## config.mk

```make
export PLATFORM = sky130hd
export DESIGN_NAME = uart_rx_buffer
export DESIGN_NICKNAME = d
export VERILOG_FILES = /design/src/rtl/uart_rx_buffer.sv
export SDC_FILE = /design/constraint.sdc
export NUM_CORES = 1
export LEC_CHECK = 0
export CAP_MARGIN = 10
export CORE_MARGIN = 3
export CORE_UTILIZATION = 25
export DETAILED_ROUTE_END_ITERATION = 8
export RECOVER_POWER = 25
export SLEW_MARGIN = 20
export SYNTH_ARGS = -nofsm -noshare
export SYNTH_HDL_FRONTEND = slang
export SYNTH_SLANG_ARGS = --single-unit
```

## constraint.sdc

```tcl
create_clock -name clk -period 3.45 [get_ports clk]
set_clock_uncertainty 0.15 [all_clocks]
set_input_delay 0.69 -clock clk [delete_from_list [all_inputs] [get_ports clk]]
set_output_delay 0.69 -clock clk [all_outputs]
set_load 0.03 [all_outputs]
```

## src/rtl/uart_rx_buffer.sv

```systemverilog
// Receive-side byte FIFO for a UART. It is a circular buffer of
// {parity flag, byte} entries with a first-word-fall-through head, registered
// occupancy flags, and sticky overrun and interrupt flags.
module uart_rx_buffer #(
  parameter int DEPTH  = 8,
  parameter int DATA_W = 8
) (
  input  logic                     clk,
  input  logic                     reset,
  input  logic [DATA_W-1:0]        RxData,
  input  logic                     RxParityError,
  input  logic                     RxDone,
  input  logic                     ReadEnable,
  input  logic                     ClearInterrupt,
  output logic [DATA_W-1:0]        DataOut,
  output logic                     DataParityError,
  output logic                     Empty,
  output logic                     Full,
  output logic [$clog2(DEPTH):0]   Count,
  output logic                     Overrun,
  output logic                     RxInterrupt
);

  localparam int AW = $clog2(DEPTH);
  localparam logic [AW:0] FullCount = (AW+1)'(DEPTH);

  logic [DATA_W:0] mem [DEPTH];
  logic [AW-1:0]   wrPtr, rdPtr;
  logic [AW:0]     countNext;
  logic            doWrite, doRead, dropByte;
  logic [DATA_W:0] head;

  // A read is legal only when the buffer holds data. A write is accepted when
  // there is room, or when a pop on the same edge frees a slot.
  always_comb begin
    doRead   = ReadEnable && !Empty;
    doWrite  = RxDone && (!Full || ReadEnable);
    dropByte = RxDone && Full && !ReadEnable;
    countNext = Count;
    case ({doWrite, doRead})
      2'b10:   countNext = Count + 1'b1;
      2'b01:   countNext = Count - 1'b1;
      default: countNext = Count;
    endcase
  end

  // Entry storage. It has no reset because the pointers alone define what is valid.
  always_ff @(posedge clk) begin
    if (reset && doWrite) mem[wrPtr] <= {RxParityError, RxData};
  end

  // Pointers, occupancy, and flags derived from the next count.
  always_ff @(posedge clk) begin
    if (!reset) begin
      wrPtr <= '0;
      rdPtr <= '0;
      Count <= '0;
      Empty <= 1'b1;
      Full  <= 1'b0;
    end else begin
      if (doWrite) wrPtr <= wrPtr + 1'b1;
      if (doRead)  rdPtr <= rdPtr + 1'b1;
      Count <= countNext;
      Empty <= (countNext == '0);
      Full  <= (countNext == FullCount);
    end
  end

  // Sticky status bits. A new set condition wins over a clear on the same edge.
  always_ff @(posedge clk) begin
    if (!reset) begin
      Overrun     <= 1'b0;
      RxInterrupt <= 1'b0;
    end else begin
      if (dropByte)            Overrun <= 1'b1;
      else if (ClearInterrupt) Overrun <= 1'b0;
      if (doWrite || dropByte) RxInterrupt <= 1'b1;
      else if (ClearInterrupt) RxInterrupt <= 1'b0;
    end
  end

  // Head entry falls through. Outputs are forced to zero while the buffer is empty.
  always_comb begin
    head            = mem[rdPtr];
    DataOut         = Empty ? '0 : head[DATA_W-1:0];
    DataParityError = Empty ? 1'b0 : head[DATA_W];
  end

endmodule

```

==> results of run 1 <==
==> power groups by stage <==
stage | registers, mW | logic [mW] | clock network [mW]
finish | 1.23 | 0.440 | 0.936
global route | 1.23 | 0.480 | 1.00
CTS | 1.23 | 0.449 | 0.968
detailed placement | 1.25 | 0.447 | 0
global placement | 1.25 | 0.443 | 0
floorplan | 1.27 | 0.262 | 0
==> sequential cells by signal, indices dropped and copies added, names as in the netlist, named ones only <==
register / cells
mem: 72
Count: 4
rdPtr: 3
Full: 1
wrPtr: 3
RxInterrupt: 1
Overrun: 1
Empty: 1
==> metrics by stage <==
stage / setup WS (ns) / cell area (um^2)
global route: 0.179 / 4440
finish: 0.305 / 4440
detailed placement: 0.257 / 4160
CTS: 0.263 / 4440
global placement: 0.286 / 4160
floorplan: 0.780 / 3570
==> synth_stat cells (all sizes together) <==
cell type | instances | area, um^2
edfxtp | 72 | 2160
nor2 | 19 | 71.3
mux4 | 18 | 435
dfxtp | 17 | 340
mux2i | 11 | 110
buf | 6 | 53.8
ha | 5 | 62.6
nand2 | 5 | 18.8
xor2 | 5 | 43.8
a21oi | 4 | 20.0
nand2b | 4 | 25.0
nand3 | 4 | 20.0
nor2b | 4 | 25.0
nor3 | 4 | 20.0
or3 | 3 | 18.8
and2 | 2 | 12.5
nor4 | 2 | 12.5
o21ai | 2 | 10.0
xnor2 | 2 | 17.5
a21boi | 1 | 7.51
a31oi | 1 | 6.26
and2b | 1 | 7.51
and3 | 1 | 6.26
clkbuf | 1 | 3.75
inv | 1 | 3.75
nand3b | 1 | 7.51
nor3b | 1 | 12.5
o211ai | 1 | 7.51
o21a | 1 | 7.51
o32ai | 1 | 16.3
==> critical path, delay by kind of cell, from the launching register on <==
family                 cells  cell delay (ns)
buffers and inverters      2             0.78
and+or+nand+nor            1             0.07
muxes                      2             0.76
DFF                        1             0.35
==> per-layer routing <==
metal / global-route usage / routed length (um) / vias to the layer above
met3: 0.0325 / 347 / 11
met5: 0 / 7 / -
met1: 0.115 / 2980 / 956
met4: 0.0306 / 93 / 2
met2: 0.141 / 3260 / 40
li1: - / - / 883
==> area by class of cell <==
class / count / share of cell area
Timing Repair Buffer: 43 / 0.0923
Clock buffer: 10 / 0.0515
Clock inverter: 6 / 0.0132
Multi-Input combinational cell: 103 / 0.228
Sequential cell: 89 / 0.563
Tap cell: 180 / 0.0507
Inverter: 1 / 0.000845
==> worst max path at each step <==
stage	to	slack [ns]	depth (start not counted)
2_1_floorplan	Empty$_SDFF_PN1_	0.78	10
3_3_place_gp	Empty$_SDFF_PN1_	0.29	11
3_5_place_dp	Empty$_SDFF_PN1_	0.26	11
4_1_cts	DataOut[4]	0.26	5
5_1_grt	DataOut[4]	0.18	5
6_report	DataOut[4]	0.30	5
==> cells by family (layout without fill, tap and decap cells) <==
kind of cell,count (synthesis),after routing,synth area share
AOI/OAI and AO/OA,11,11,0.0211
xor gates and xnor gates,7,7,0.0172
adders and majority gates,5,5,0.0175
buffers and inverters,8,60,0.0172
DFF,89,89,0.702
muxes,29,29,0.153
and+or+nand+nor,51,51,0.0723
==> run metrics, run 1 <==
status=finished, final reports clean; vias in the first global route=between 2k and 2.5k; Vias/cell=4.38; FMAX=~0.32 GHz; Setup Buffers After CTS=0; Multi-input gate area=1010 um^2; post-cts hold buffer count=0; Worst IR Drop VDD=0.286 mV; worst skew pair latency=0.33 ns; CP peak stage delay=between 0.5 and 0.6 ns; pwr/cell area=586 nW/um^2; Die ar.=15700 um^2; # diodes=0; DR WL/cell=15.5 um; R2R cell count=10; largest net degree at the start of global routing=19; Synth Net Count=around 220; total track usage=0.0896; layout cells sized above 1=0.163; DRT Pass-1 Iters=4; worst r2r src=Empty$_SDFF_PN1_; cell row count=43; Fin. Hold Viols=0; Netlist cell types=34; Clock Tree Buf Depth=2; r2r setup slk=1.10 ns; worst hold stages=2; combinational power share=0.169; P_leak=approximately 1.4 nW; RR Endpoint=Empty$_SDFF_PN1_; RSZ-0062 raised after global routing=false; Clk pwr share=0.360; Reg clk slew, reported paths=~0.060 ns; Hold WS=0.340 ns; Final nets=266; Worst setup EP type=output pin; chip width=~130 um; Min Clock Period, post-route=3.15 ns; Startpoint Class=flip-flop; Sequential Power Share=0.471; hold crit path type=reg -> reg; Post-Syn Area=3570 um^2; hpwl dp=around 4300 um; placed cells=416; Non-Filler Instances=432; # resized after CTS=0; final core occ=0.319; Internal=between 1.5 and 2 mW; Core ar.=13900 um^2; Final TNS setup=0 ns; register area share after synthesis=0.702; maxcap violations=0; CTS Buf Count=9; max-slew violations=0; Critical Path Slowest Stage Cell=clkdlybuf4s50_1; crit share post-route=0.912; grt ovf=0; #FFs+latches synth=89; CTS Root Cell=clkbuf_16; most frequent cells in the layout=edfxtp_1, clkdlybuf4s50_1, nor2_1; Hold Crit Endpoint=Overrun$_SDFFE_PN0P_; slew at the pin closest to its max-slew limit=approximately 0.63 ns; Sw Ratio=0.247; initial antenna violation count=1; CTS tree=built; sequential cell area=2500 um^2; residual DRC count=0; Switch Pwr=approximately 640 uW; routability cong.=0.726; Tot Pwr=2.60 mW; Ys Warns=0; I/O pin total=31; Iter 0 DRT Violations=110; antenna-violating nets left=0; syn_area_per_cell=17.8 um^2; critical path, cell by cell=buf_12, mux4_1, mux2i_1, nor2_1, clkdlybuf4s50_1; CTS H-tree lvls=3; WS Path Type=reg -> out; DRT Wirelength=~6700 um; crit path max fanout=18; hold_sp=Overrun$_SDFFE_PN0P_; commonest non-fill, non-tap cell in the layout=edfxtp_1; final setup violation count=0; Port Buf Inserts=30; Filler cells=~1.4k; Syn Inst Count=200; slew margin rel.=0.579; CP arrival=about 2.3 ns; CTS Sinks=89; initial core utilization=0.256; Synth-to-Final Area Change=24.6%; Vias=about 1.9k; DIE HEIGHT=125 um; CP Data Required Time=2.61 ns; first-pass GRT wire length=10800 um
(Power assumes the default switching activity.)
==> run 2: changes to the inputs <==
- SETUP_SLACK_MARGIN: default -> 0.1
- clock period: 3.45 -> 3.1 ns (I/O delays scaled with it)
==> run metrics, run 2 (synthesis results as in run 1) <==
Placement Setup Slack=0.110 ns (was 0.257 ns); leading registers by flop count=mem: 72 flops, Count: 4 flops (unchanged); DIE HEIGHT=125 um (unchanged); CTS tree=built (unchanged); final setup violation count=0 (unchanged); setup ws final=0.250 ns (was 0.305 ns); FMAX=0.351 GHz; Buf+Inv Stages, Crit Path=2 (unchanged); Clock Tree Buf Depth=2 (unchanged); final core occ=0.324 (was 0.319); RR Endpoint=Empty$_SDFF_PN1_ (unchanged); Core ar.=13900 um^2 (unchanged); Sequential Power Share=0.458 (was 0.471); WP depth=5 (unchanged); most frequent cells in the layout=edfxtp_1, nor2_1, buf_4 (was edfxtp_1, clkdlybuf4s50_1, nor2_1); max FFs per register=72 (unchanged); CTS Root Cell=clkbuf_16 (unchanged); hold_sp=Overrun$_SDFFE_PN0P_ (unchanged); Port Buf Inserts=30 (unchanged); I/O pin total=31 (unchanged); worst r2r src=Empty$_SDFF_PN1_ (unchanged); pwr/cell area=662 nW/um^2 (was 586 nW/um^2); Iter 0 DRT Violations=96 (was 110); worst skew pair latency=0.33 ns (about the same); largest net degree at the start of global routing=19 (unchanged); placed cells=422 (was 416); CP arrival=2.08 ns (was 2.31 ns); RSZ-0062 raised after global routing=false (unchanged); post-cts hold buffer count=0 (unchanged); critical path, cell by cell=buf_12, mux4_1, mux2i_1, nor2_1, dlygate4sd2_1 (was buf_12, mux4_1, mux2i_1, nor2_1, clkdlybuf4s50_1); total track usage=0.0923 (was 0.0896); Worst IR Drop VDD=0.357 mV (was 0.286 mV); DRT Wirelength=6830 um (was 6690 um); first-pass GRT wire length=11100 um (was 10800 um); Reg clk slew, reported paths=0.06 ns (about the same); residual DRC count=0 (unchanged); slew at the pin closest to its max-slew limit=0.314 ns (was 0.630 ns); antenna-violating nets left=0 (unchanged); WS Path Type=reg -> out (unchanged); # diodes=0 (unchanged); Synth-to-Final Area Change=26.4% (was 24.6%); slew margin rel.=0.790 (was 0.579); Worst setup EP type=output pin (unchanged); Vias=1875 (was 1892); Largest Register=mem (unchanged); cell row count=43 (unchanged); worst hold stages=2 (unchanged); Setup Buffers After CTS=0 (unchanged); combinational power share=0.162 (was 0.169); initial core utilization=0.256 (unchanged); Hold WS=0.334 ns (was 0.340 ns); hold crit path type=reg -> reg (unchanged); metal2 WL=3350 um (was 3260 um); crit share post-route=0.919; max-slew violations=0 (unchanged); DR top layer=met4 (was met5); DR WL/cell=15.6 um (was 15.5 um); Hold Crit Endpoint=Overrun$_SDFFE_PN0P_ (unchanged); Final TNS setup=0 ns (unchanged); M1 WL=3100 um (was 2980 um); Clk pwr share=0.381 (was 0.360); layout cells sized above 1=0.194 (was 0.163); Sw Ratio=0.244 (was 0.247); Final nets=272 (was 266); Internal=2.26 mW (was 1.96 mW); Startpoint Class=flip-flop (unchanged); CTS Buf Count=9 (unchanged); Die ar.=15700 um^2 (unchanged); hpwl dp=4390 um (was 4270 um); DRT Pass-1 Iters=4 (unchanged); initial antenna violation count=0 (was 1); commonest non-fill, non-tap cell in the layout=edfxtp_1 (unchanged); Non-Filler Instances=438 (was 432); R2R cell count=10 (unchanged); CTS Sinks=89 (unchanged); vias in the first global route=2070 (was 2011); Critical Path Slowest Stage Cell=mux4_1 (was clkdlybuf4s50_1); # resized after CTS=8 (was 0); metal3 WL=312 um (was 347 um); CP delay by family, top=multiplexers (was buffers and inverters); Fin. Hold Viols=0 (unchanged); CTS H-tree lvls=3 (unchanged); Min Clock Period, post-route=2.85 ns; Vias/cell=4.28 (was 4.38); crit path max fanout=18 (unchanged); r2r setup slk=0.83 ns (was 1.10 ns); CP Data Required Time=2.33 ns (was 2.61 ns); Switch Pwr=729 uW (was 644 uW); CP peak stage delay=0.56 ns (was 0.59 ns); chip width=125 um (unchanged); P_leak=1.52 nW (was 1.45 nW); routability cong.=0.751 (was 0.726); maxcap violations=0 (unchanged); grt ovf=0 (unchanged); status=finished, final reports clean (unchanged)
-- run 2: power by group through the flow --
stage	Clock (mW)	Combinational (mW)	Sequential, mW
floorplan	0	0.292	1.42
global placement	0	0.502	1.39
detailed placement	0	0.508	1.39
CTS	1.17	0.492	1.37
global route	1.22	0.525	1.37
finish	1.14	0.483	1.37
-- run 2: worst max-delay path by stage --
stage          slack [ns]               end        from
3_3_place_gp         0.18  Empty$_SDFF_PN1_  ReadEnable
2_1_floorplan        0.50  Empty$_SDFF_PN1_  ReadEnable
3_5_place_dp         0.11  Empty$_SDFF_PN1_  ReadEnable
5_1_grt              0.12        DataOut[4]   flip-flop
6_report             0.25        DataOut[4]   flip-flop
4_1_cts              0.22        DataOut[4]   flip-flop
-- run 2: cell type report --
class | count | area, um^2
clock inverters | 7 | 93.8
repair buffers | 49 | 443
well taps | 180 | 225
multi-input cells | 103 | 1010
fillers | 1331 | 9430
clock buffers | 9 | 225
inverters | 1 | 3.75
flip-flops and latches | 89 | 2500
-- run 2: worst reg2reg max path: cells and delay by family (launching register included) --
family	cells	cell delay [ns]
fa+ha+maj	2	0.40
buf+inv	1	0.22
compound gates	3	0.39
flops	1	0.32
simple gates	2	0.42
xor+xnor	2	0.27
-- run 2: layer usage --
metal / global-route usage / vias to the layer above
met5: 0 / -
li1: - / 893
met1: 0.117 / 939
met2: 0.147 / 38
met4: 0.0249 / 0
met3: 0.0376 / 5
-- run 2: per-stage QoR --
step	instance area [um^2]	power, mW
after floorplan	3570	1.71
after global placement	4200	1.89
after detailed placement	4200	1.90
after CTS	4510	3.03
after global routing	4510	3.12
final	4510	2.98
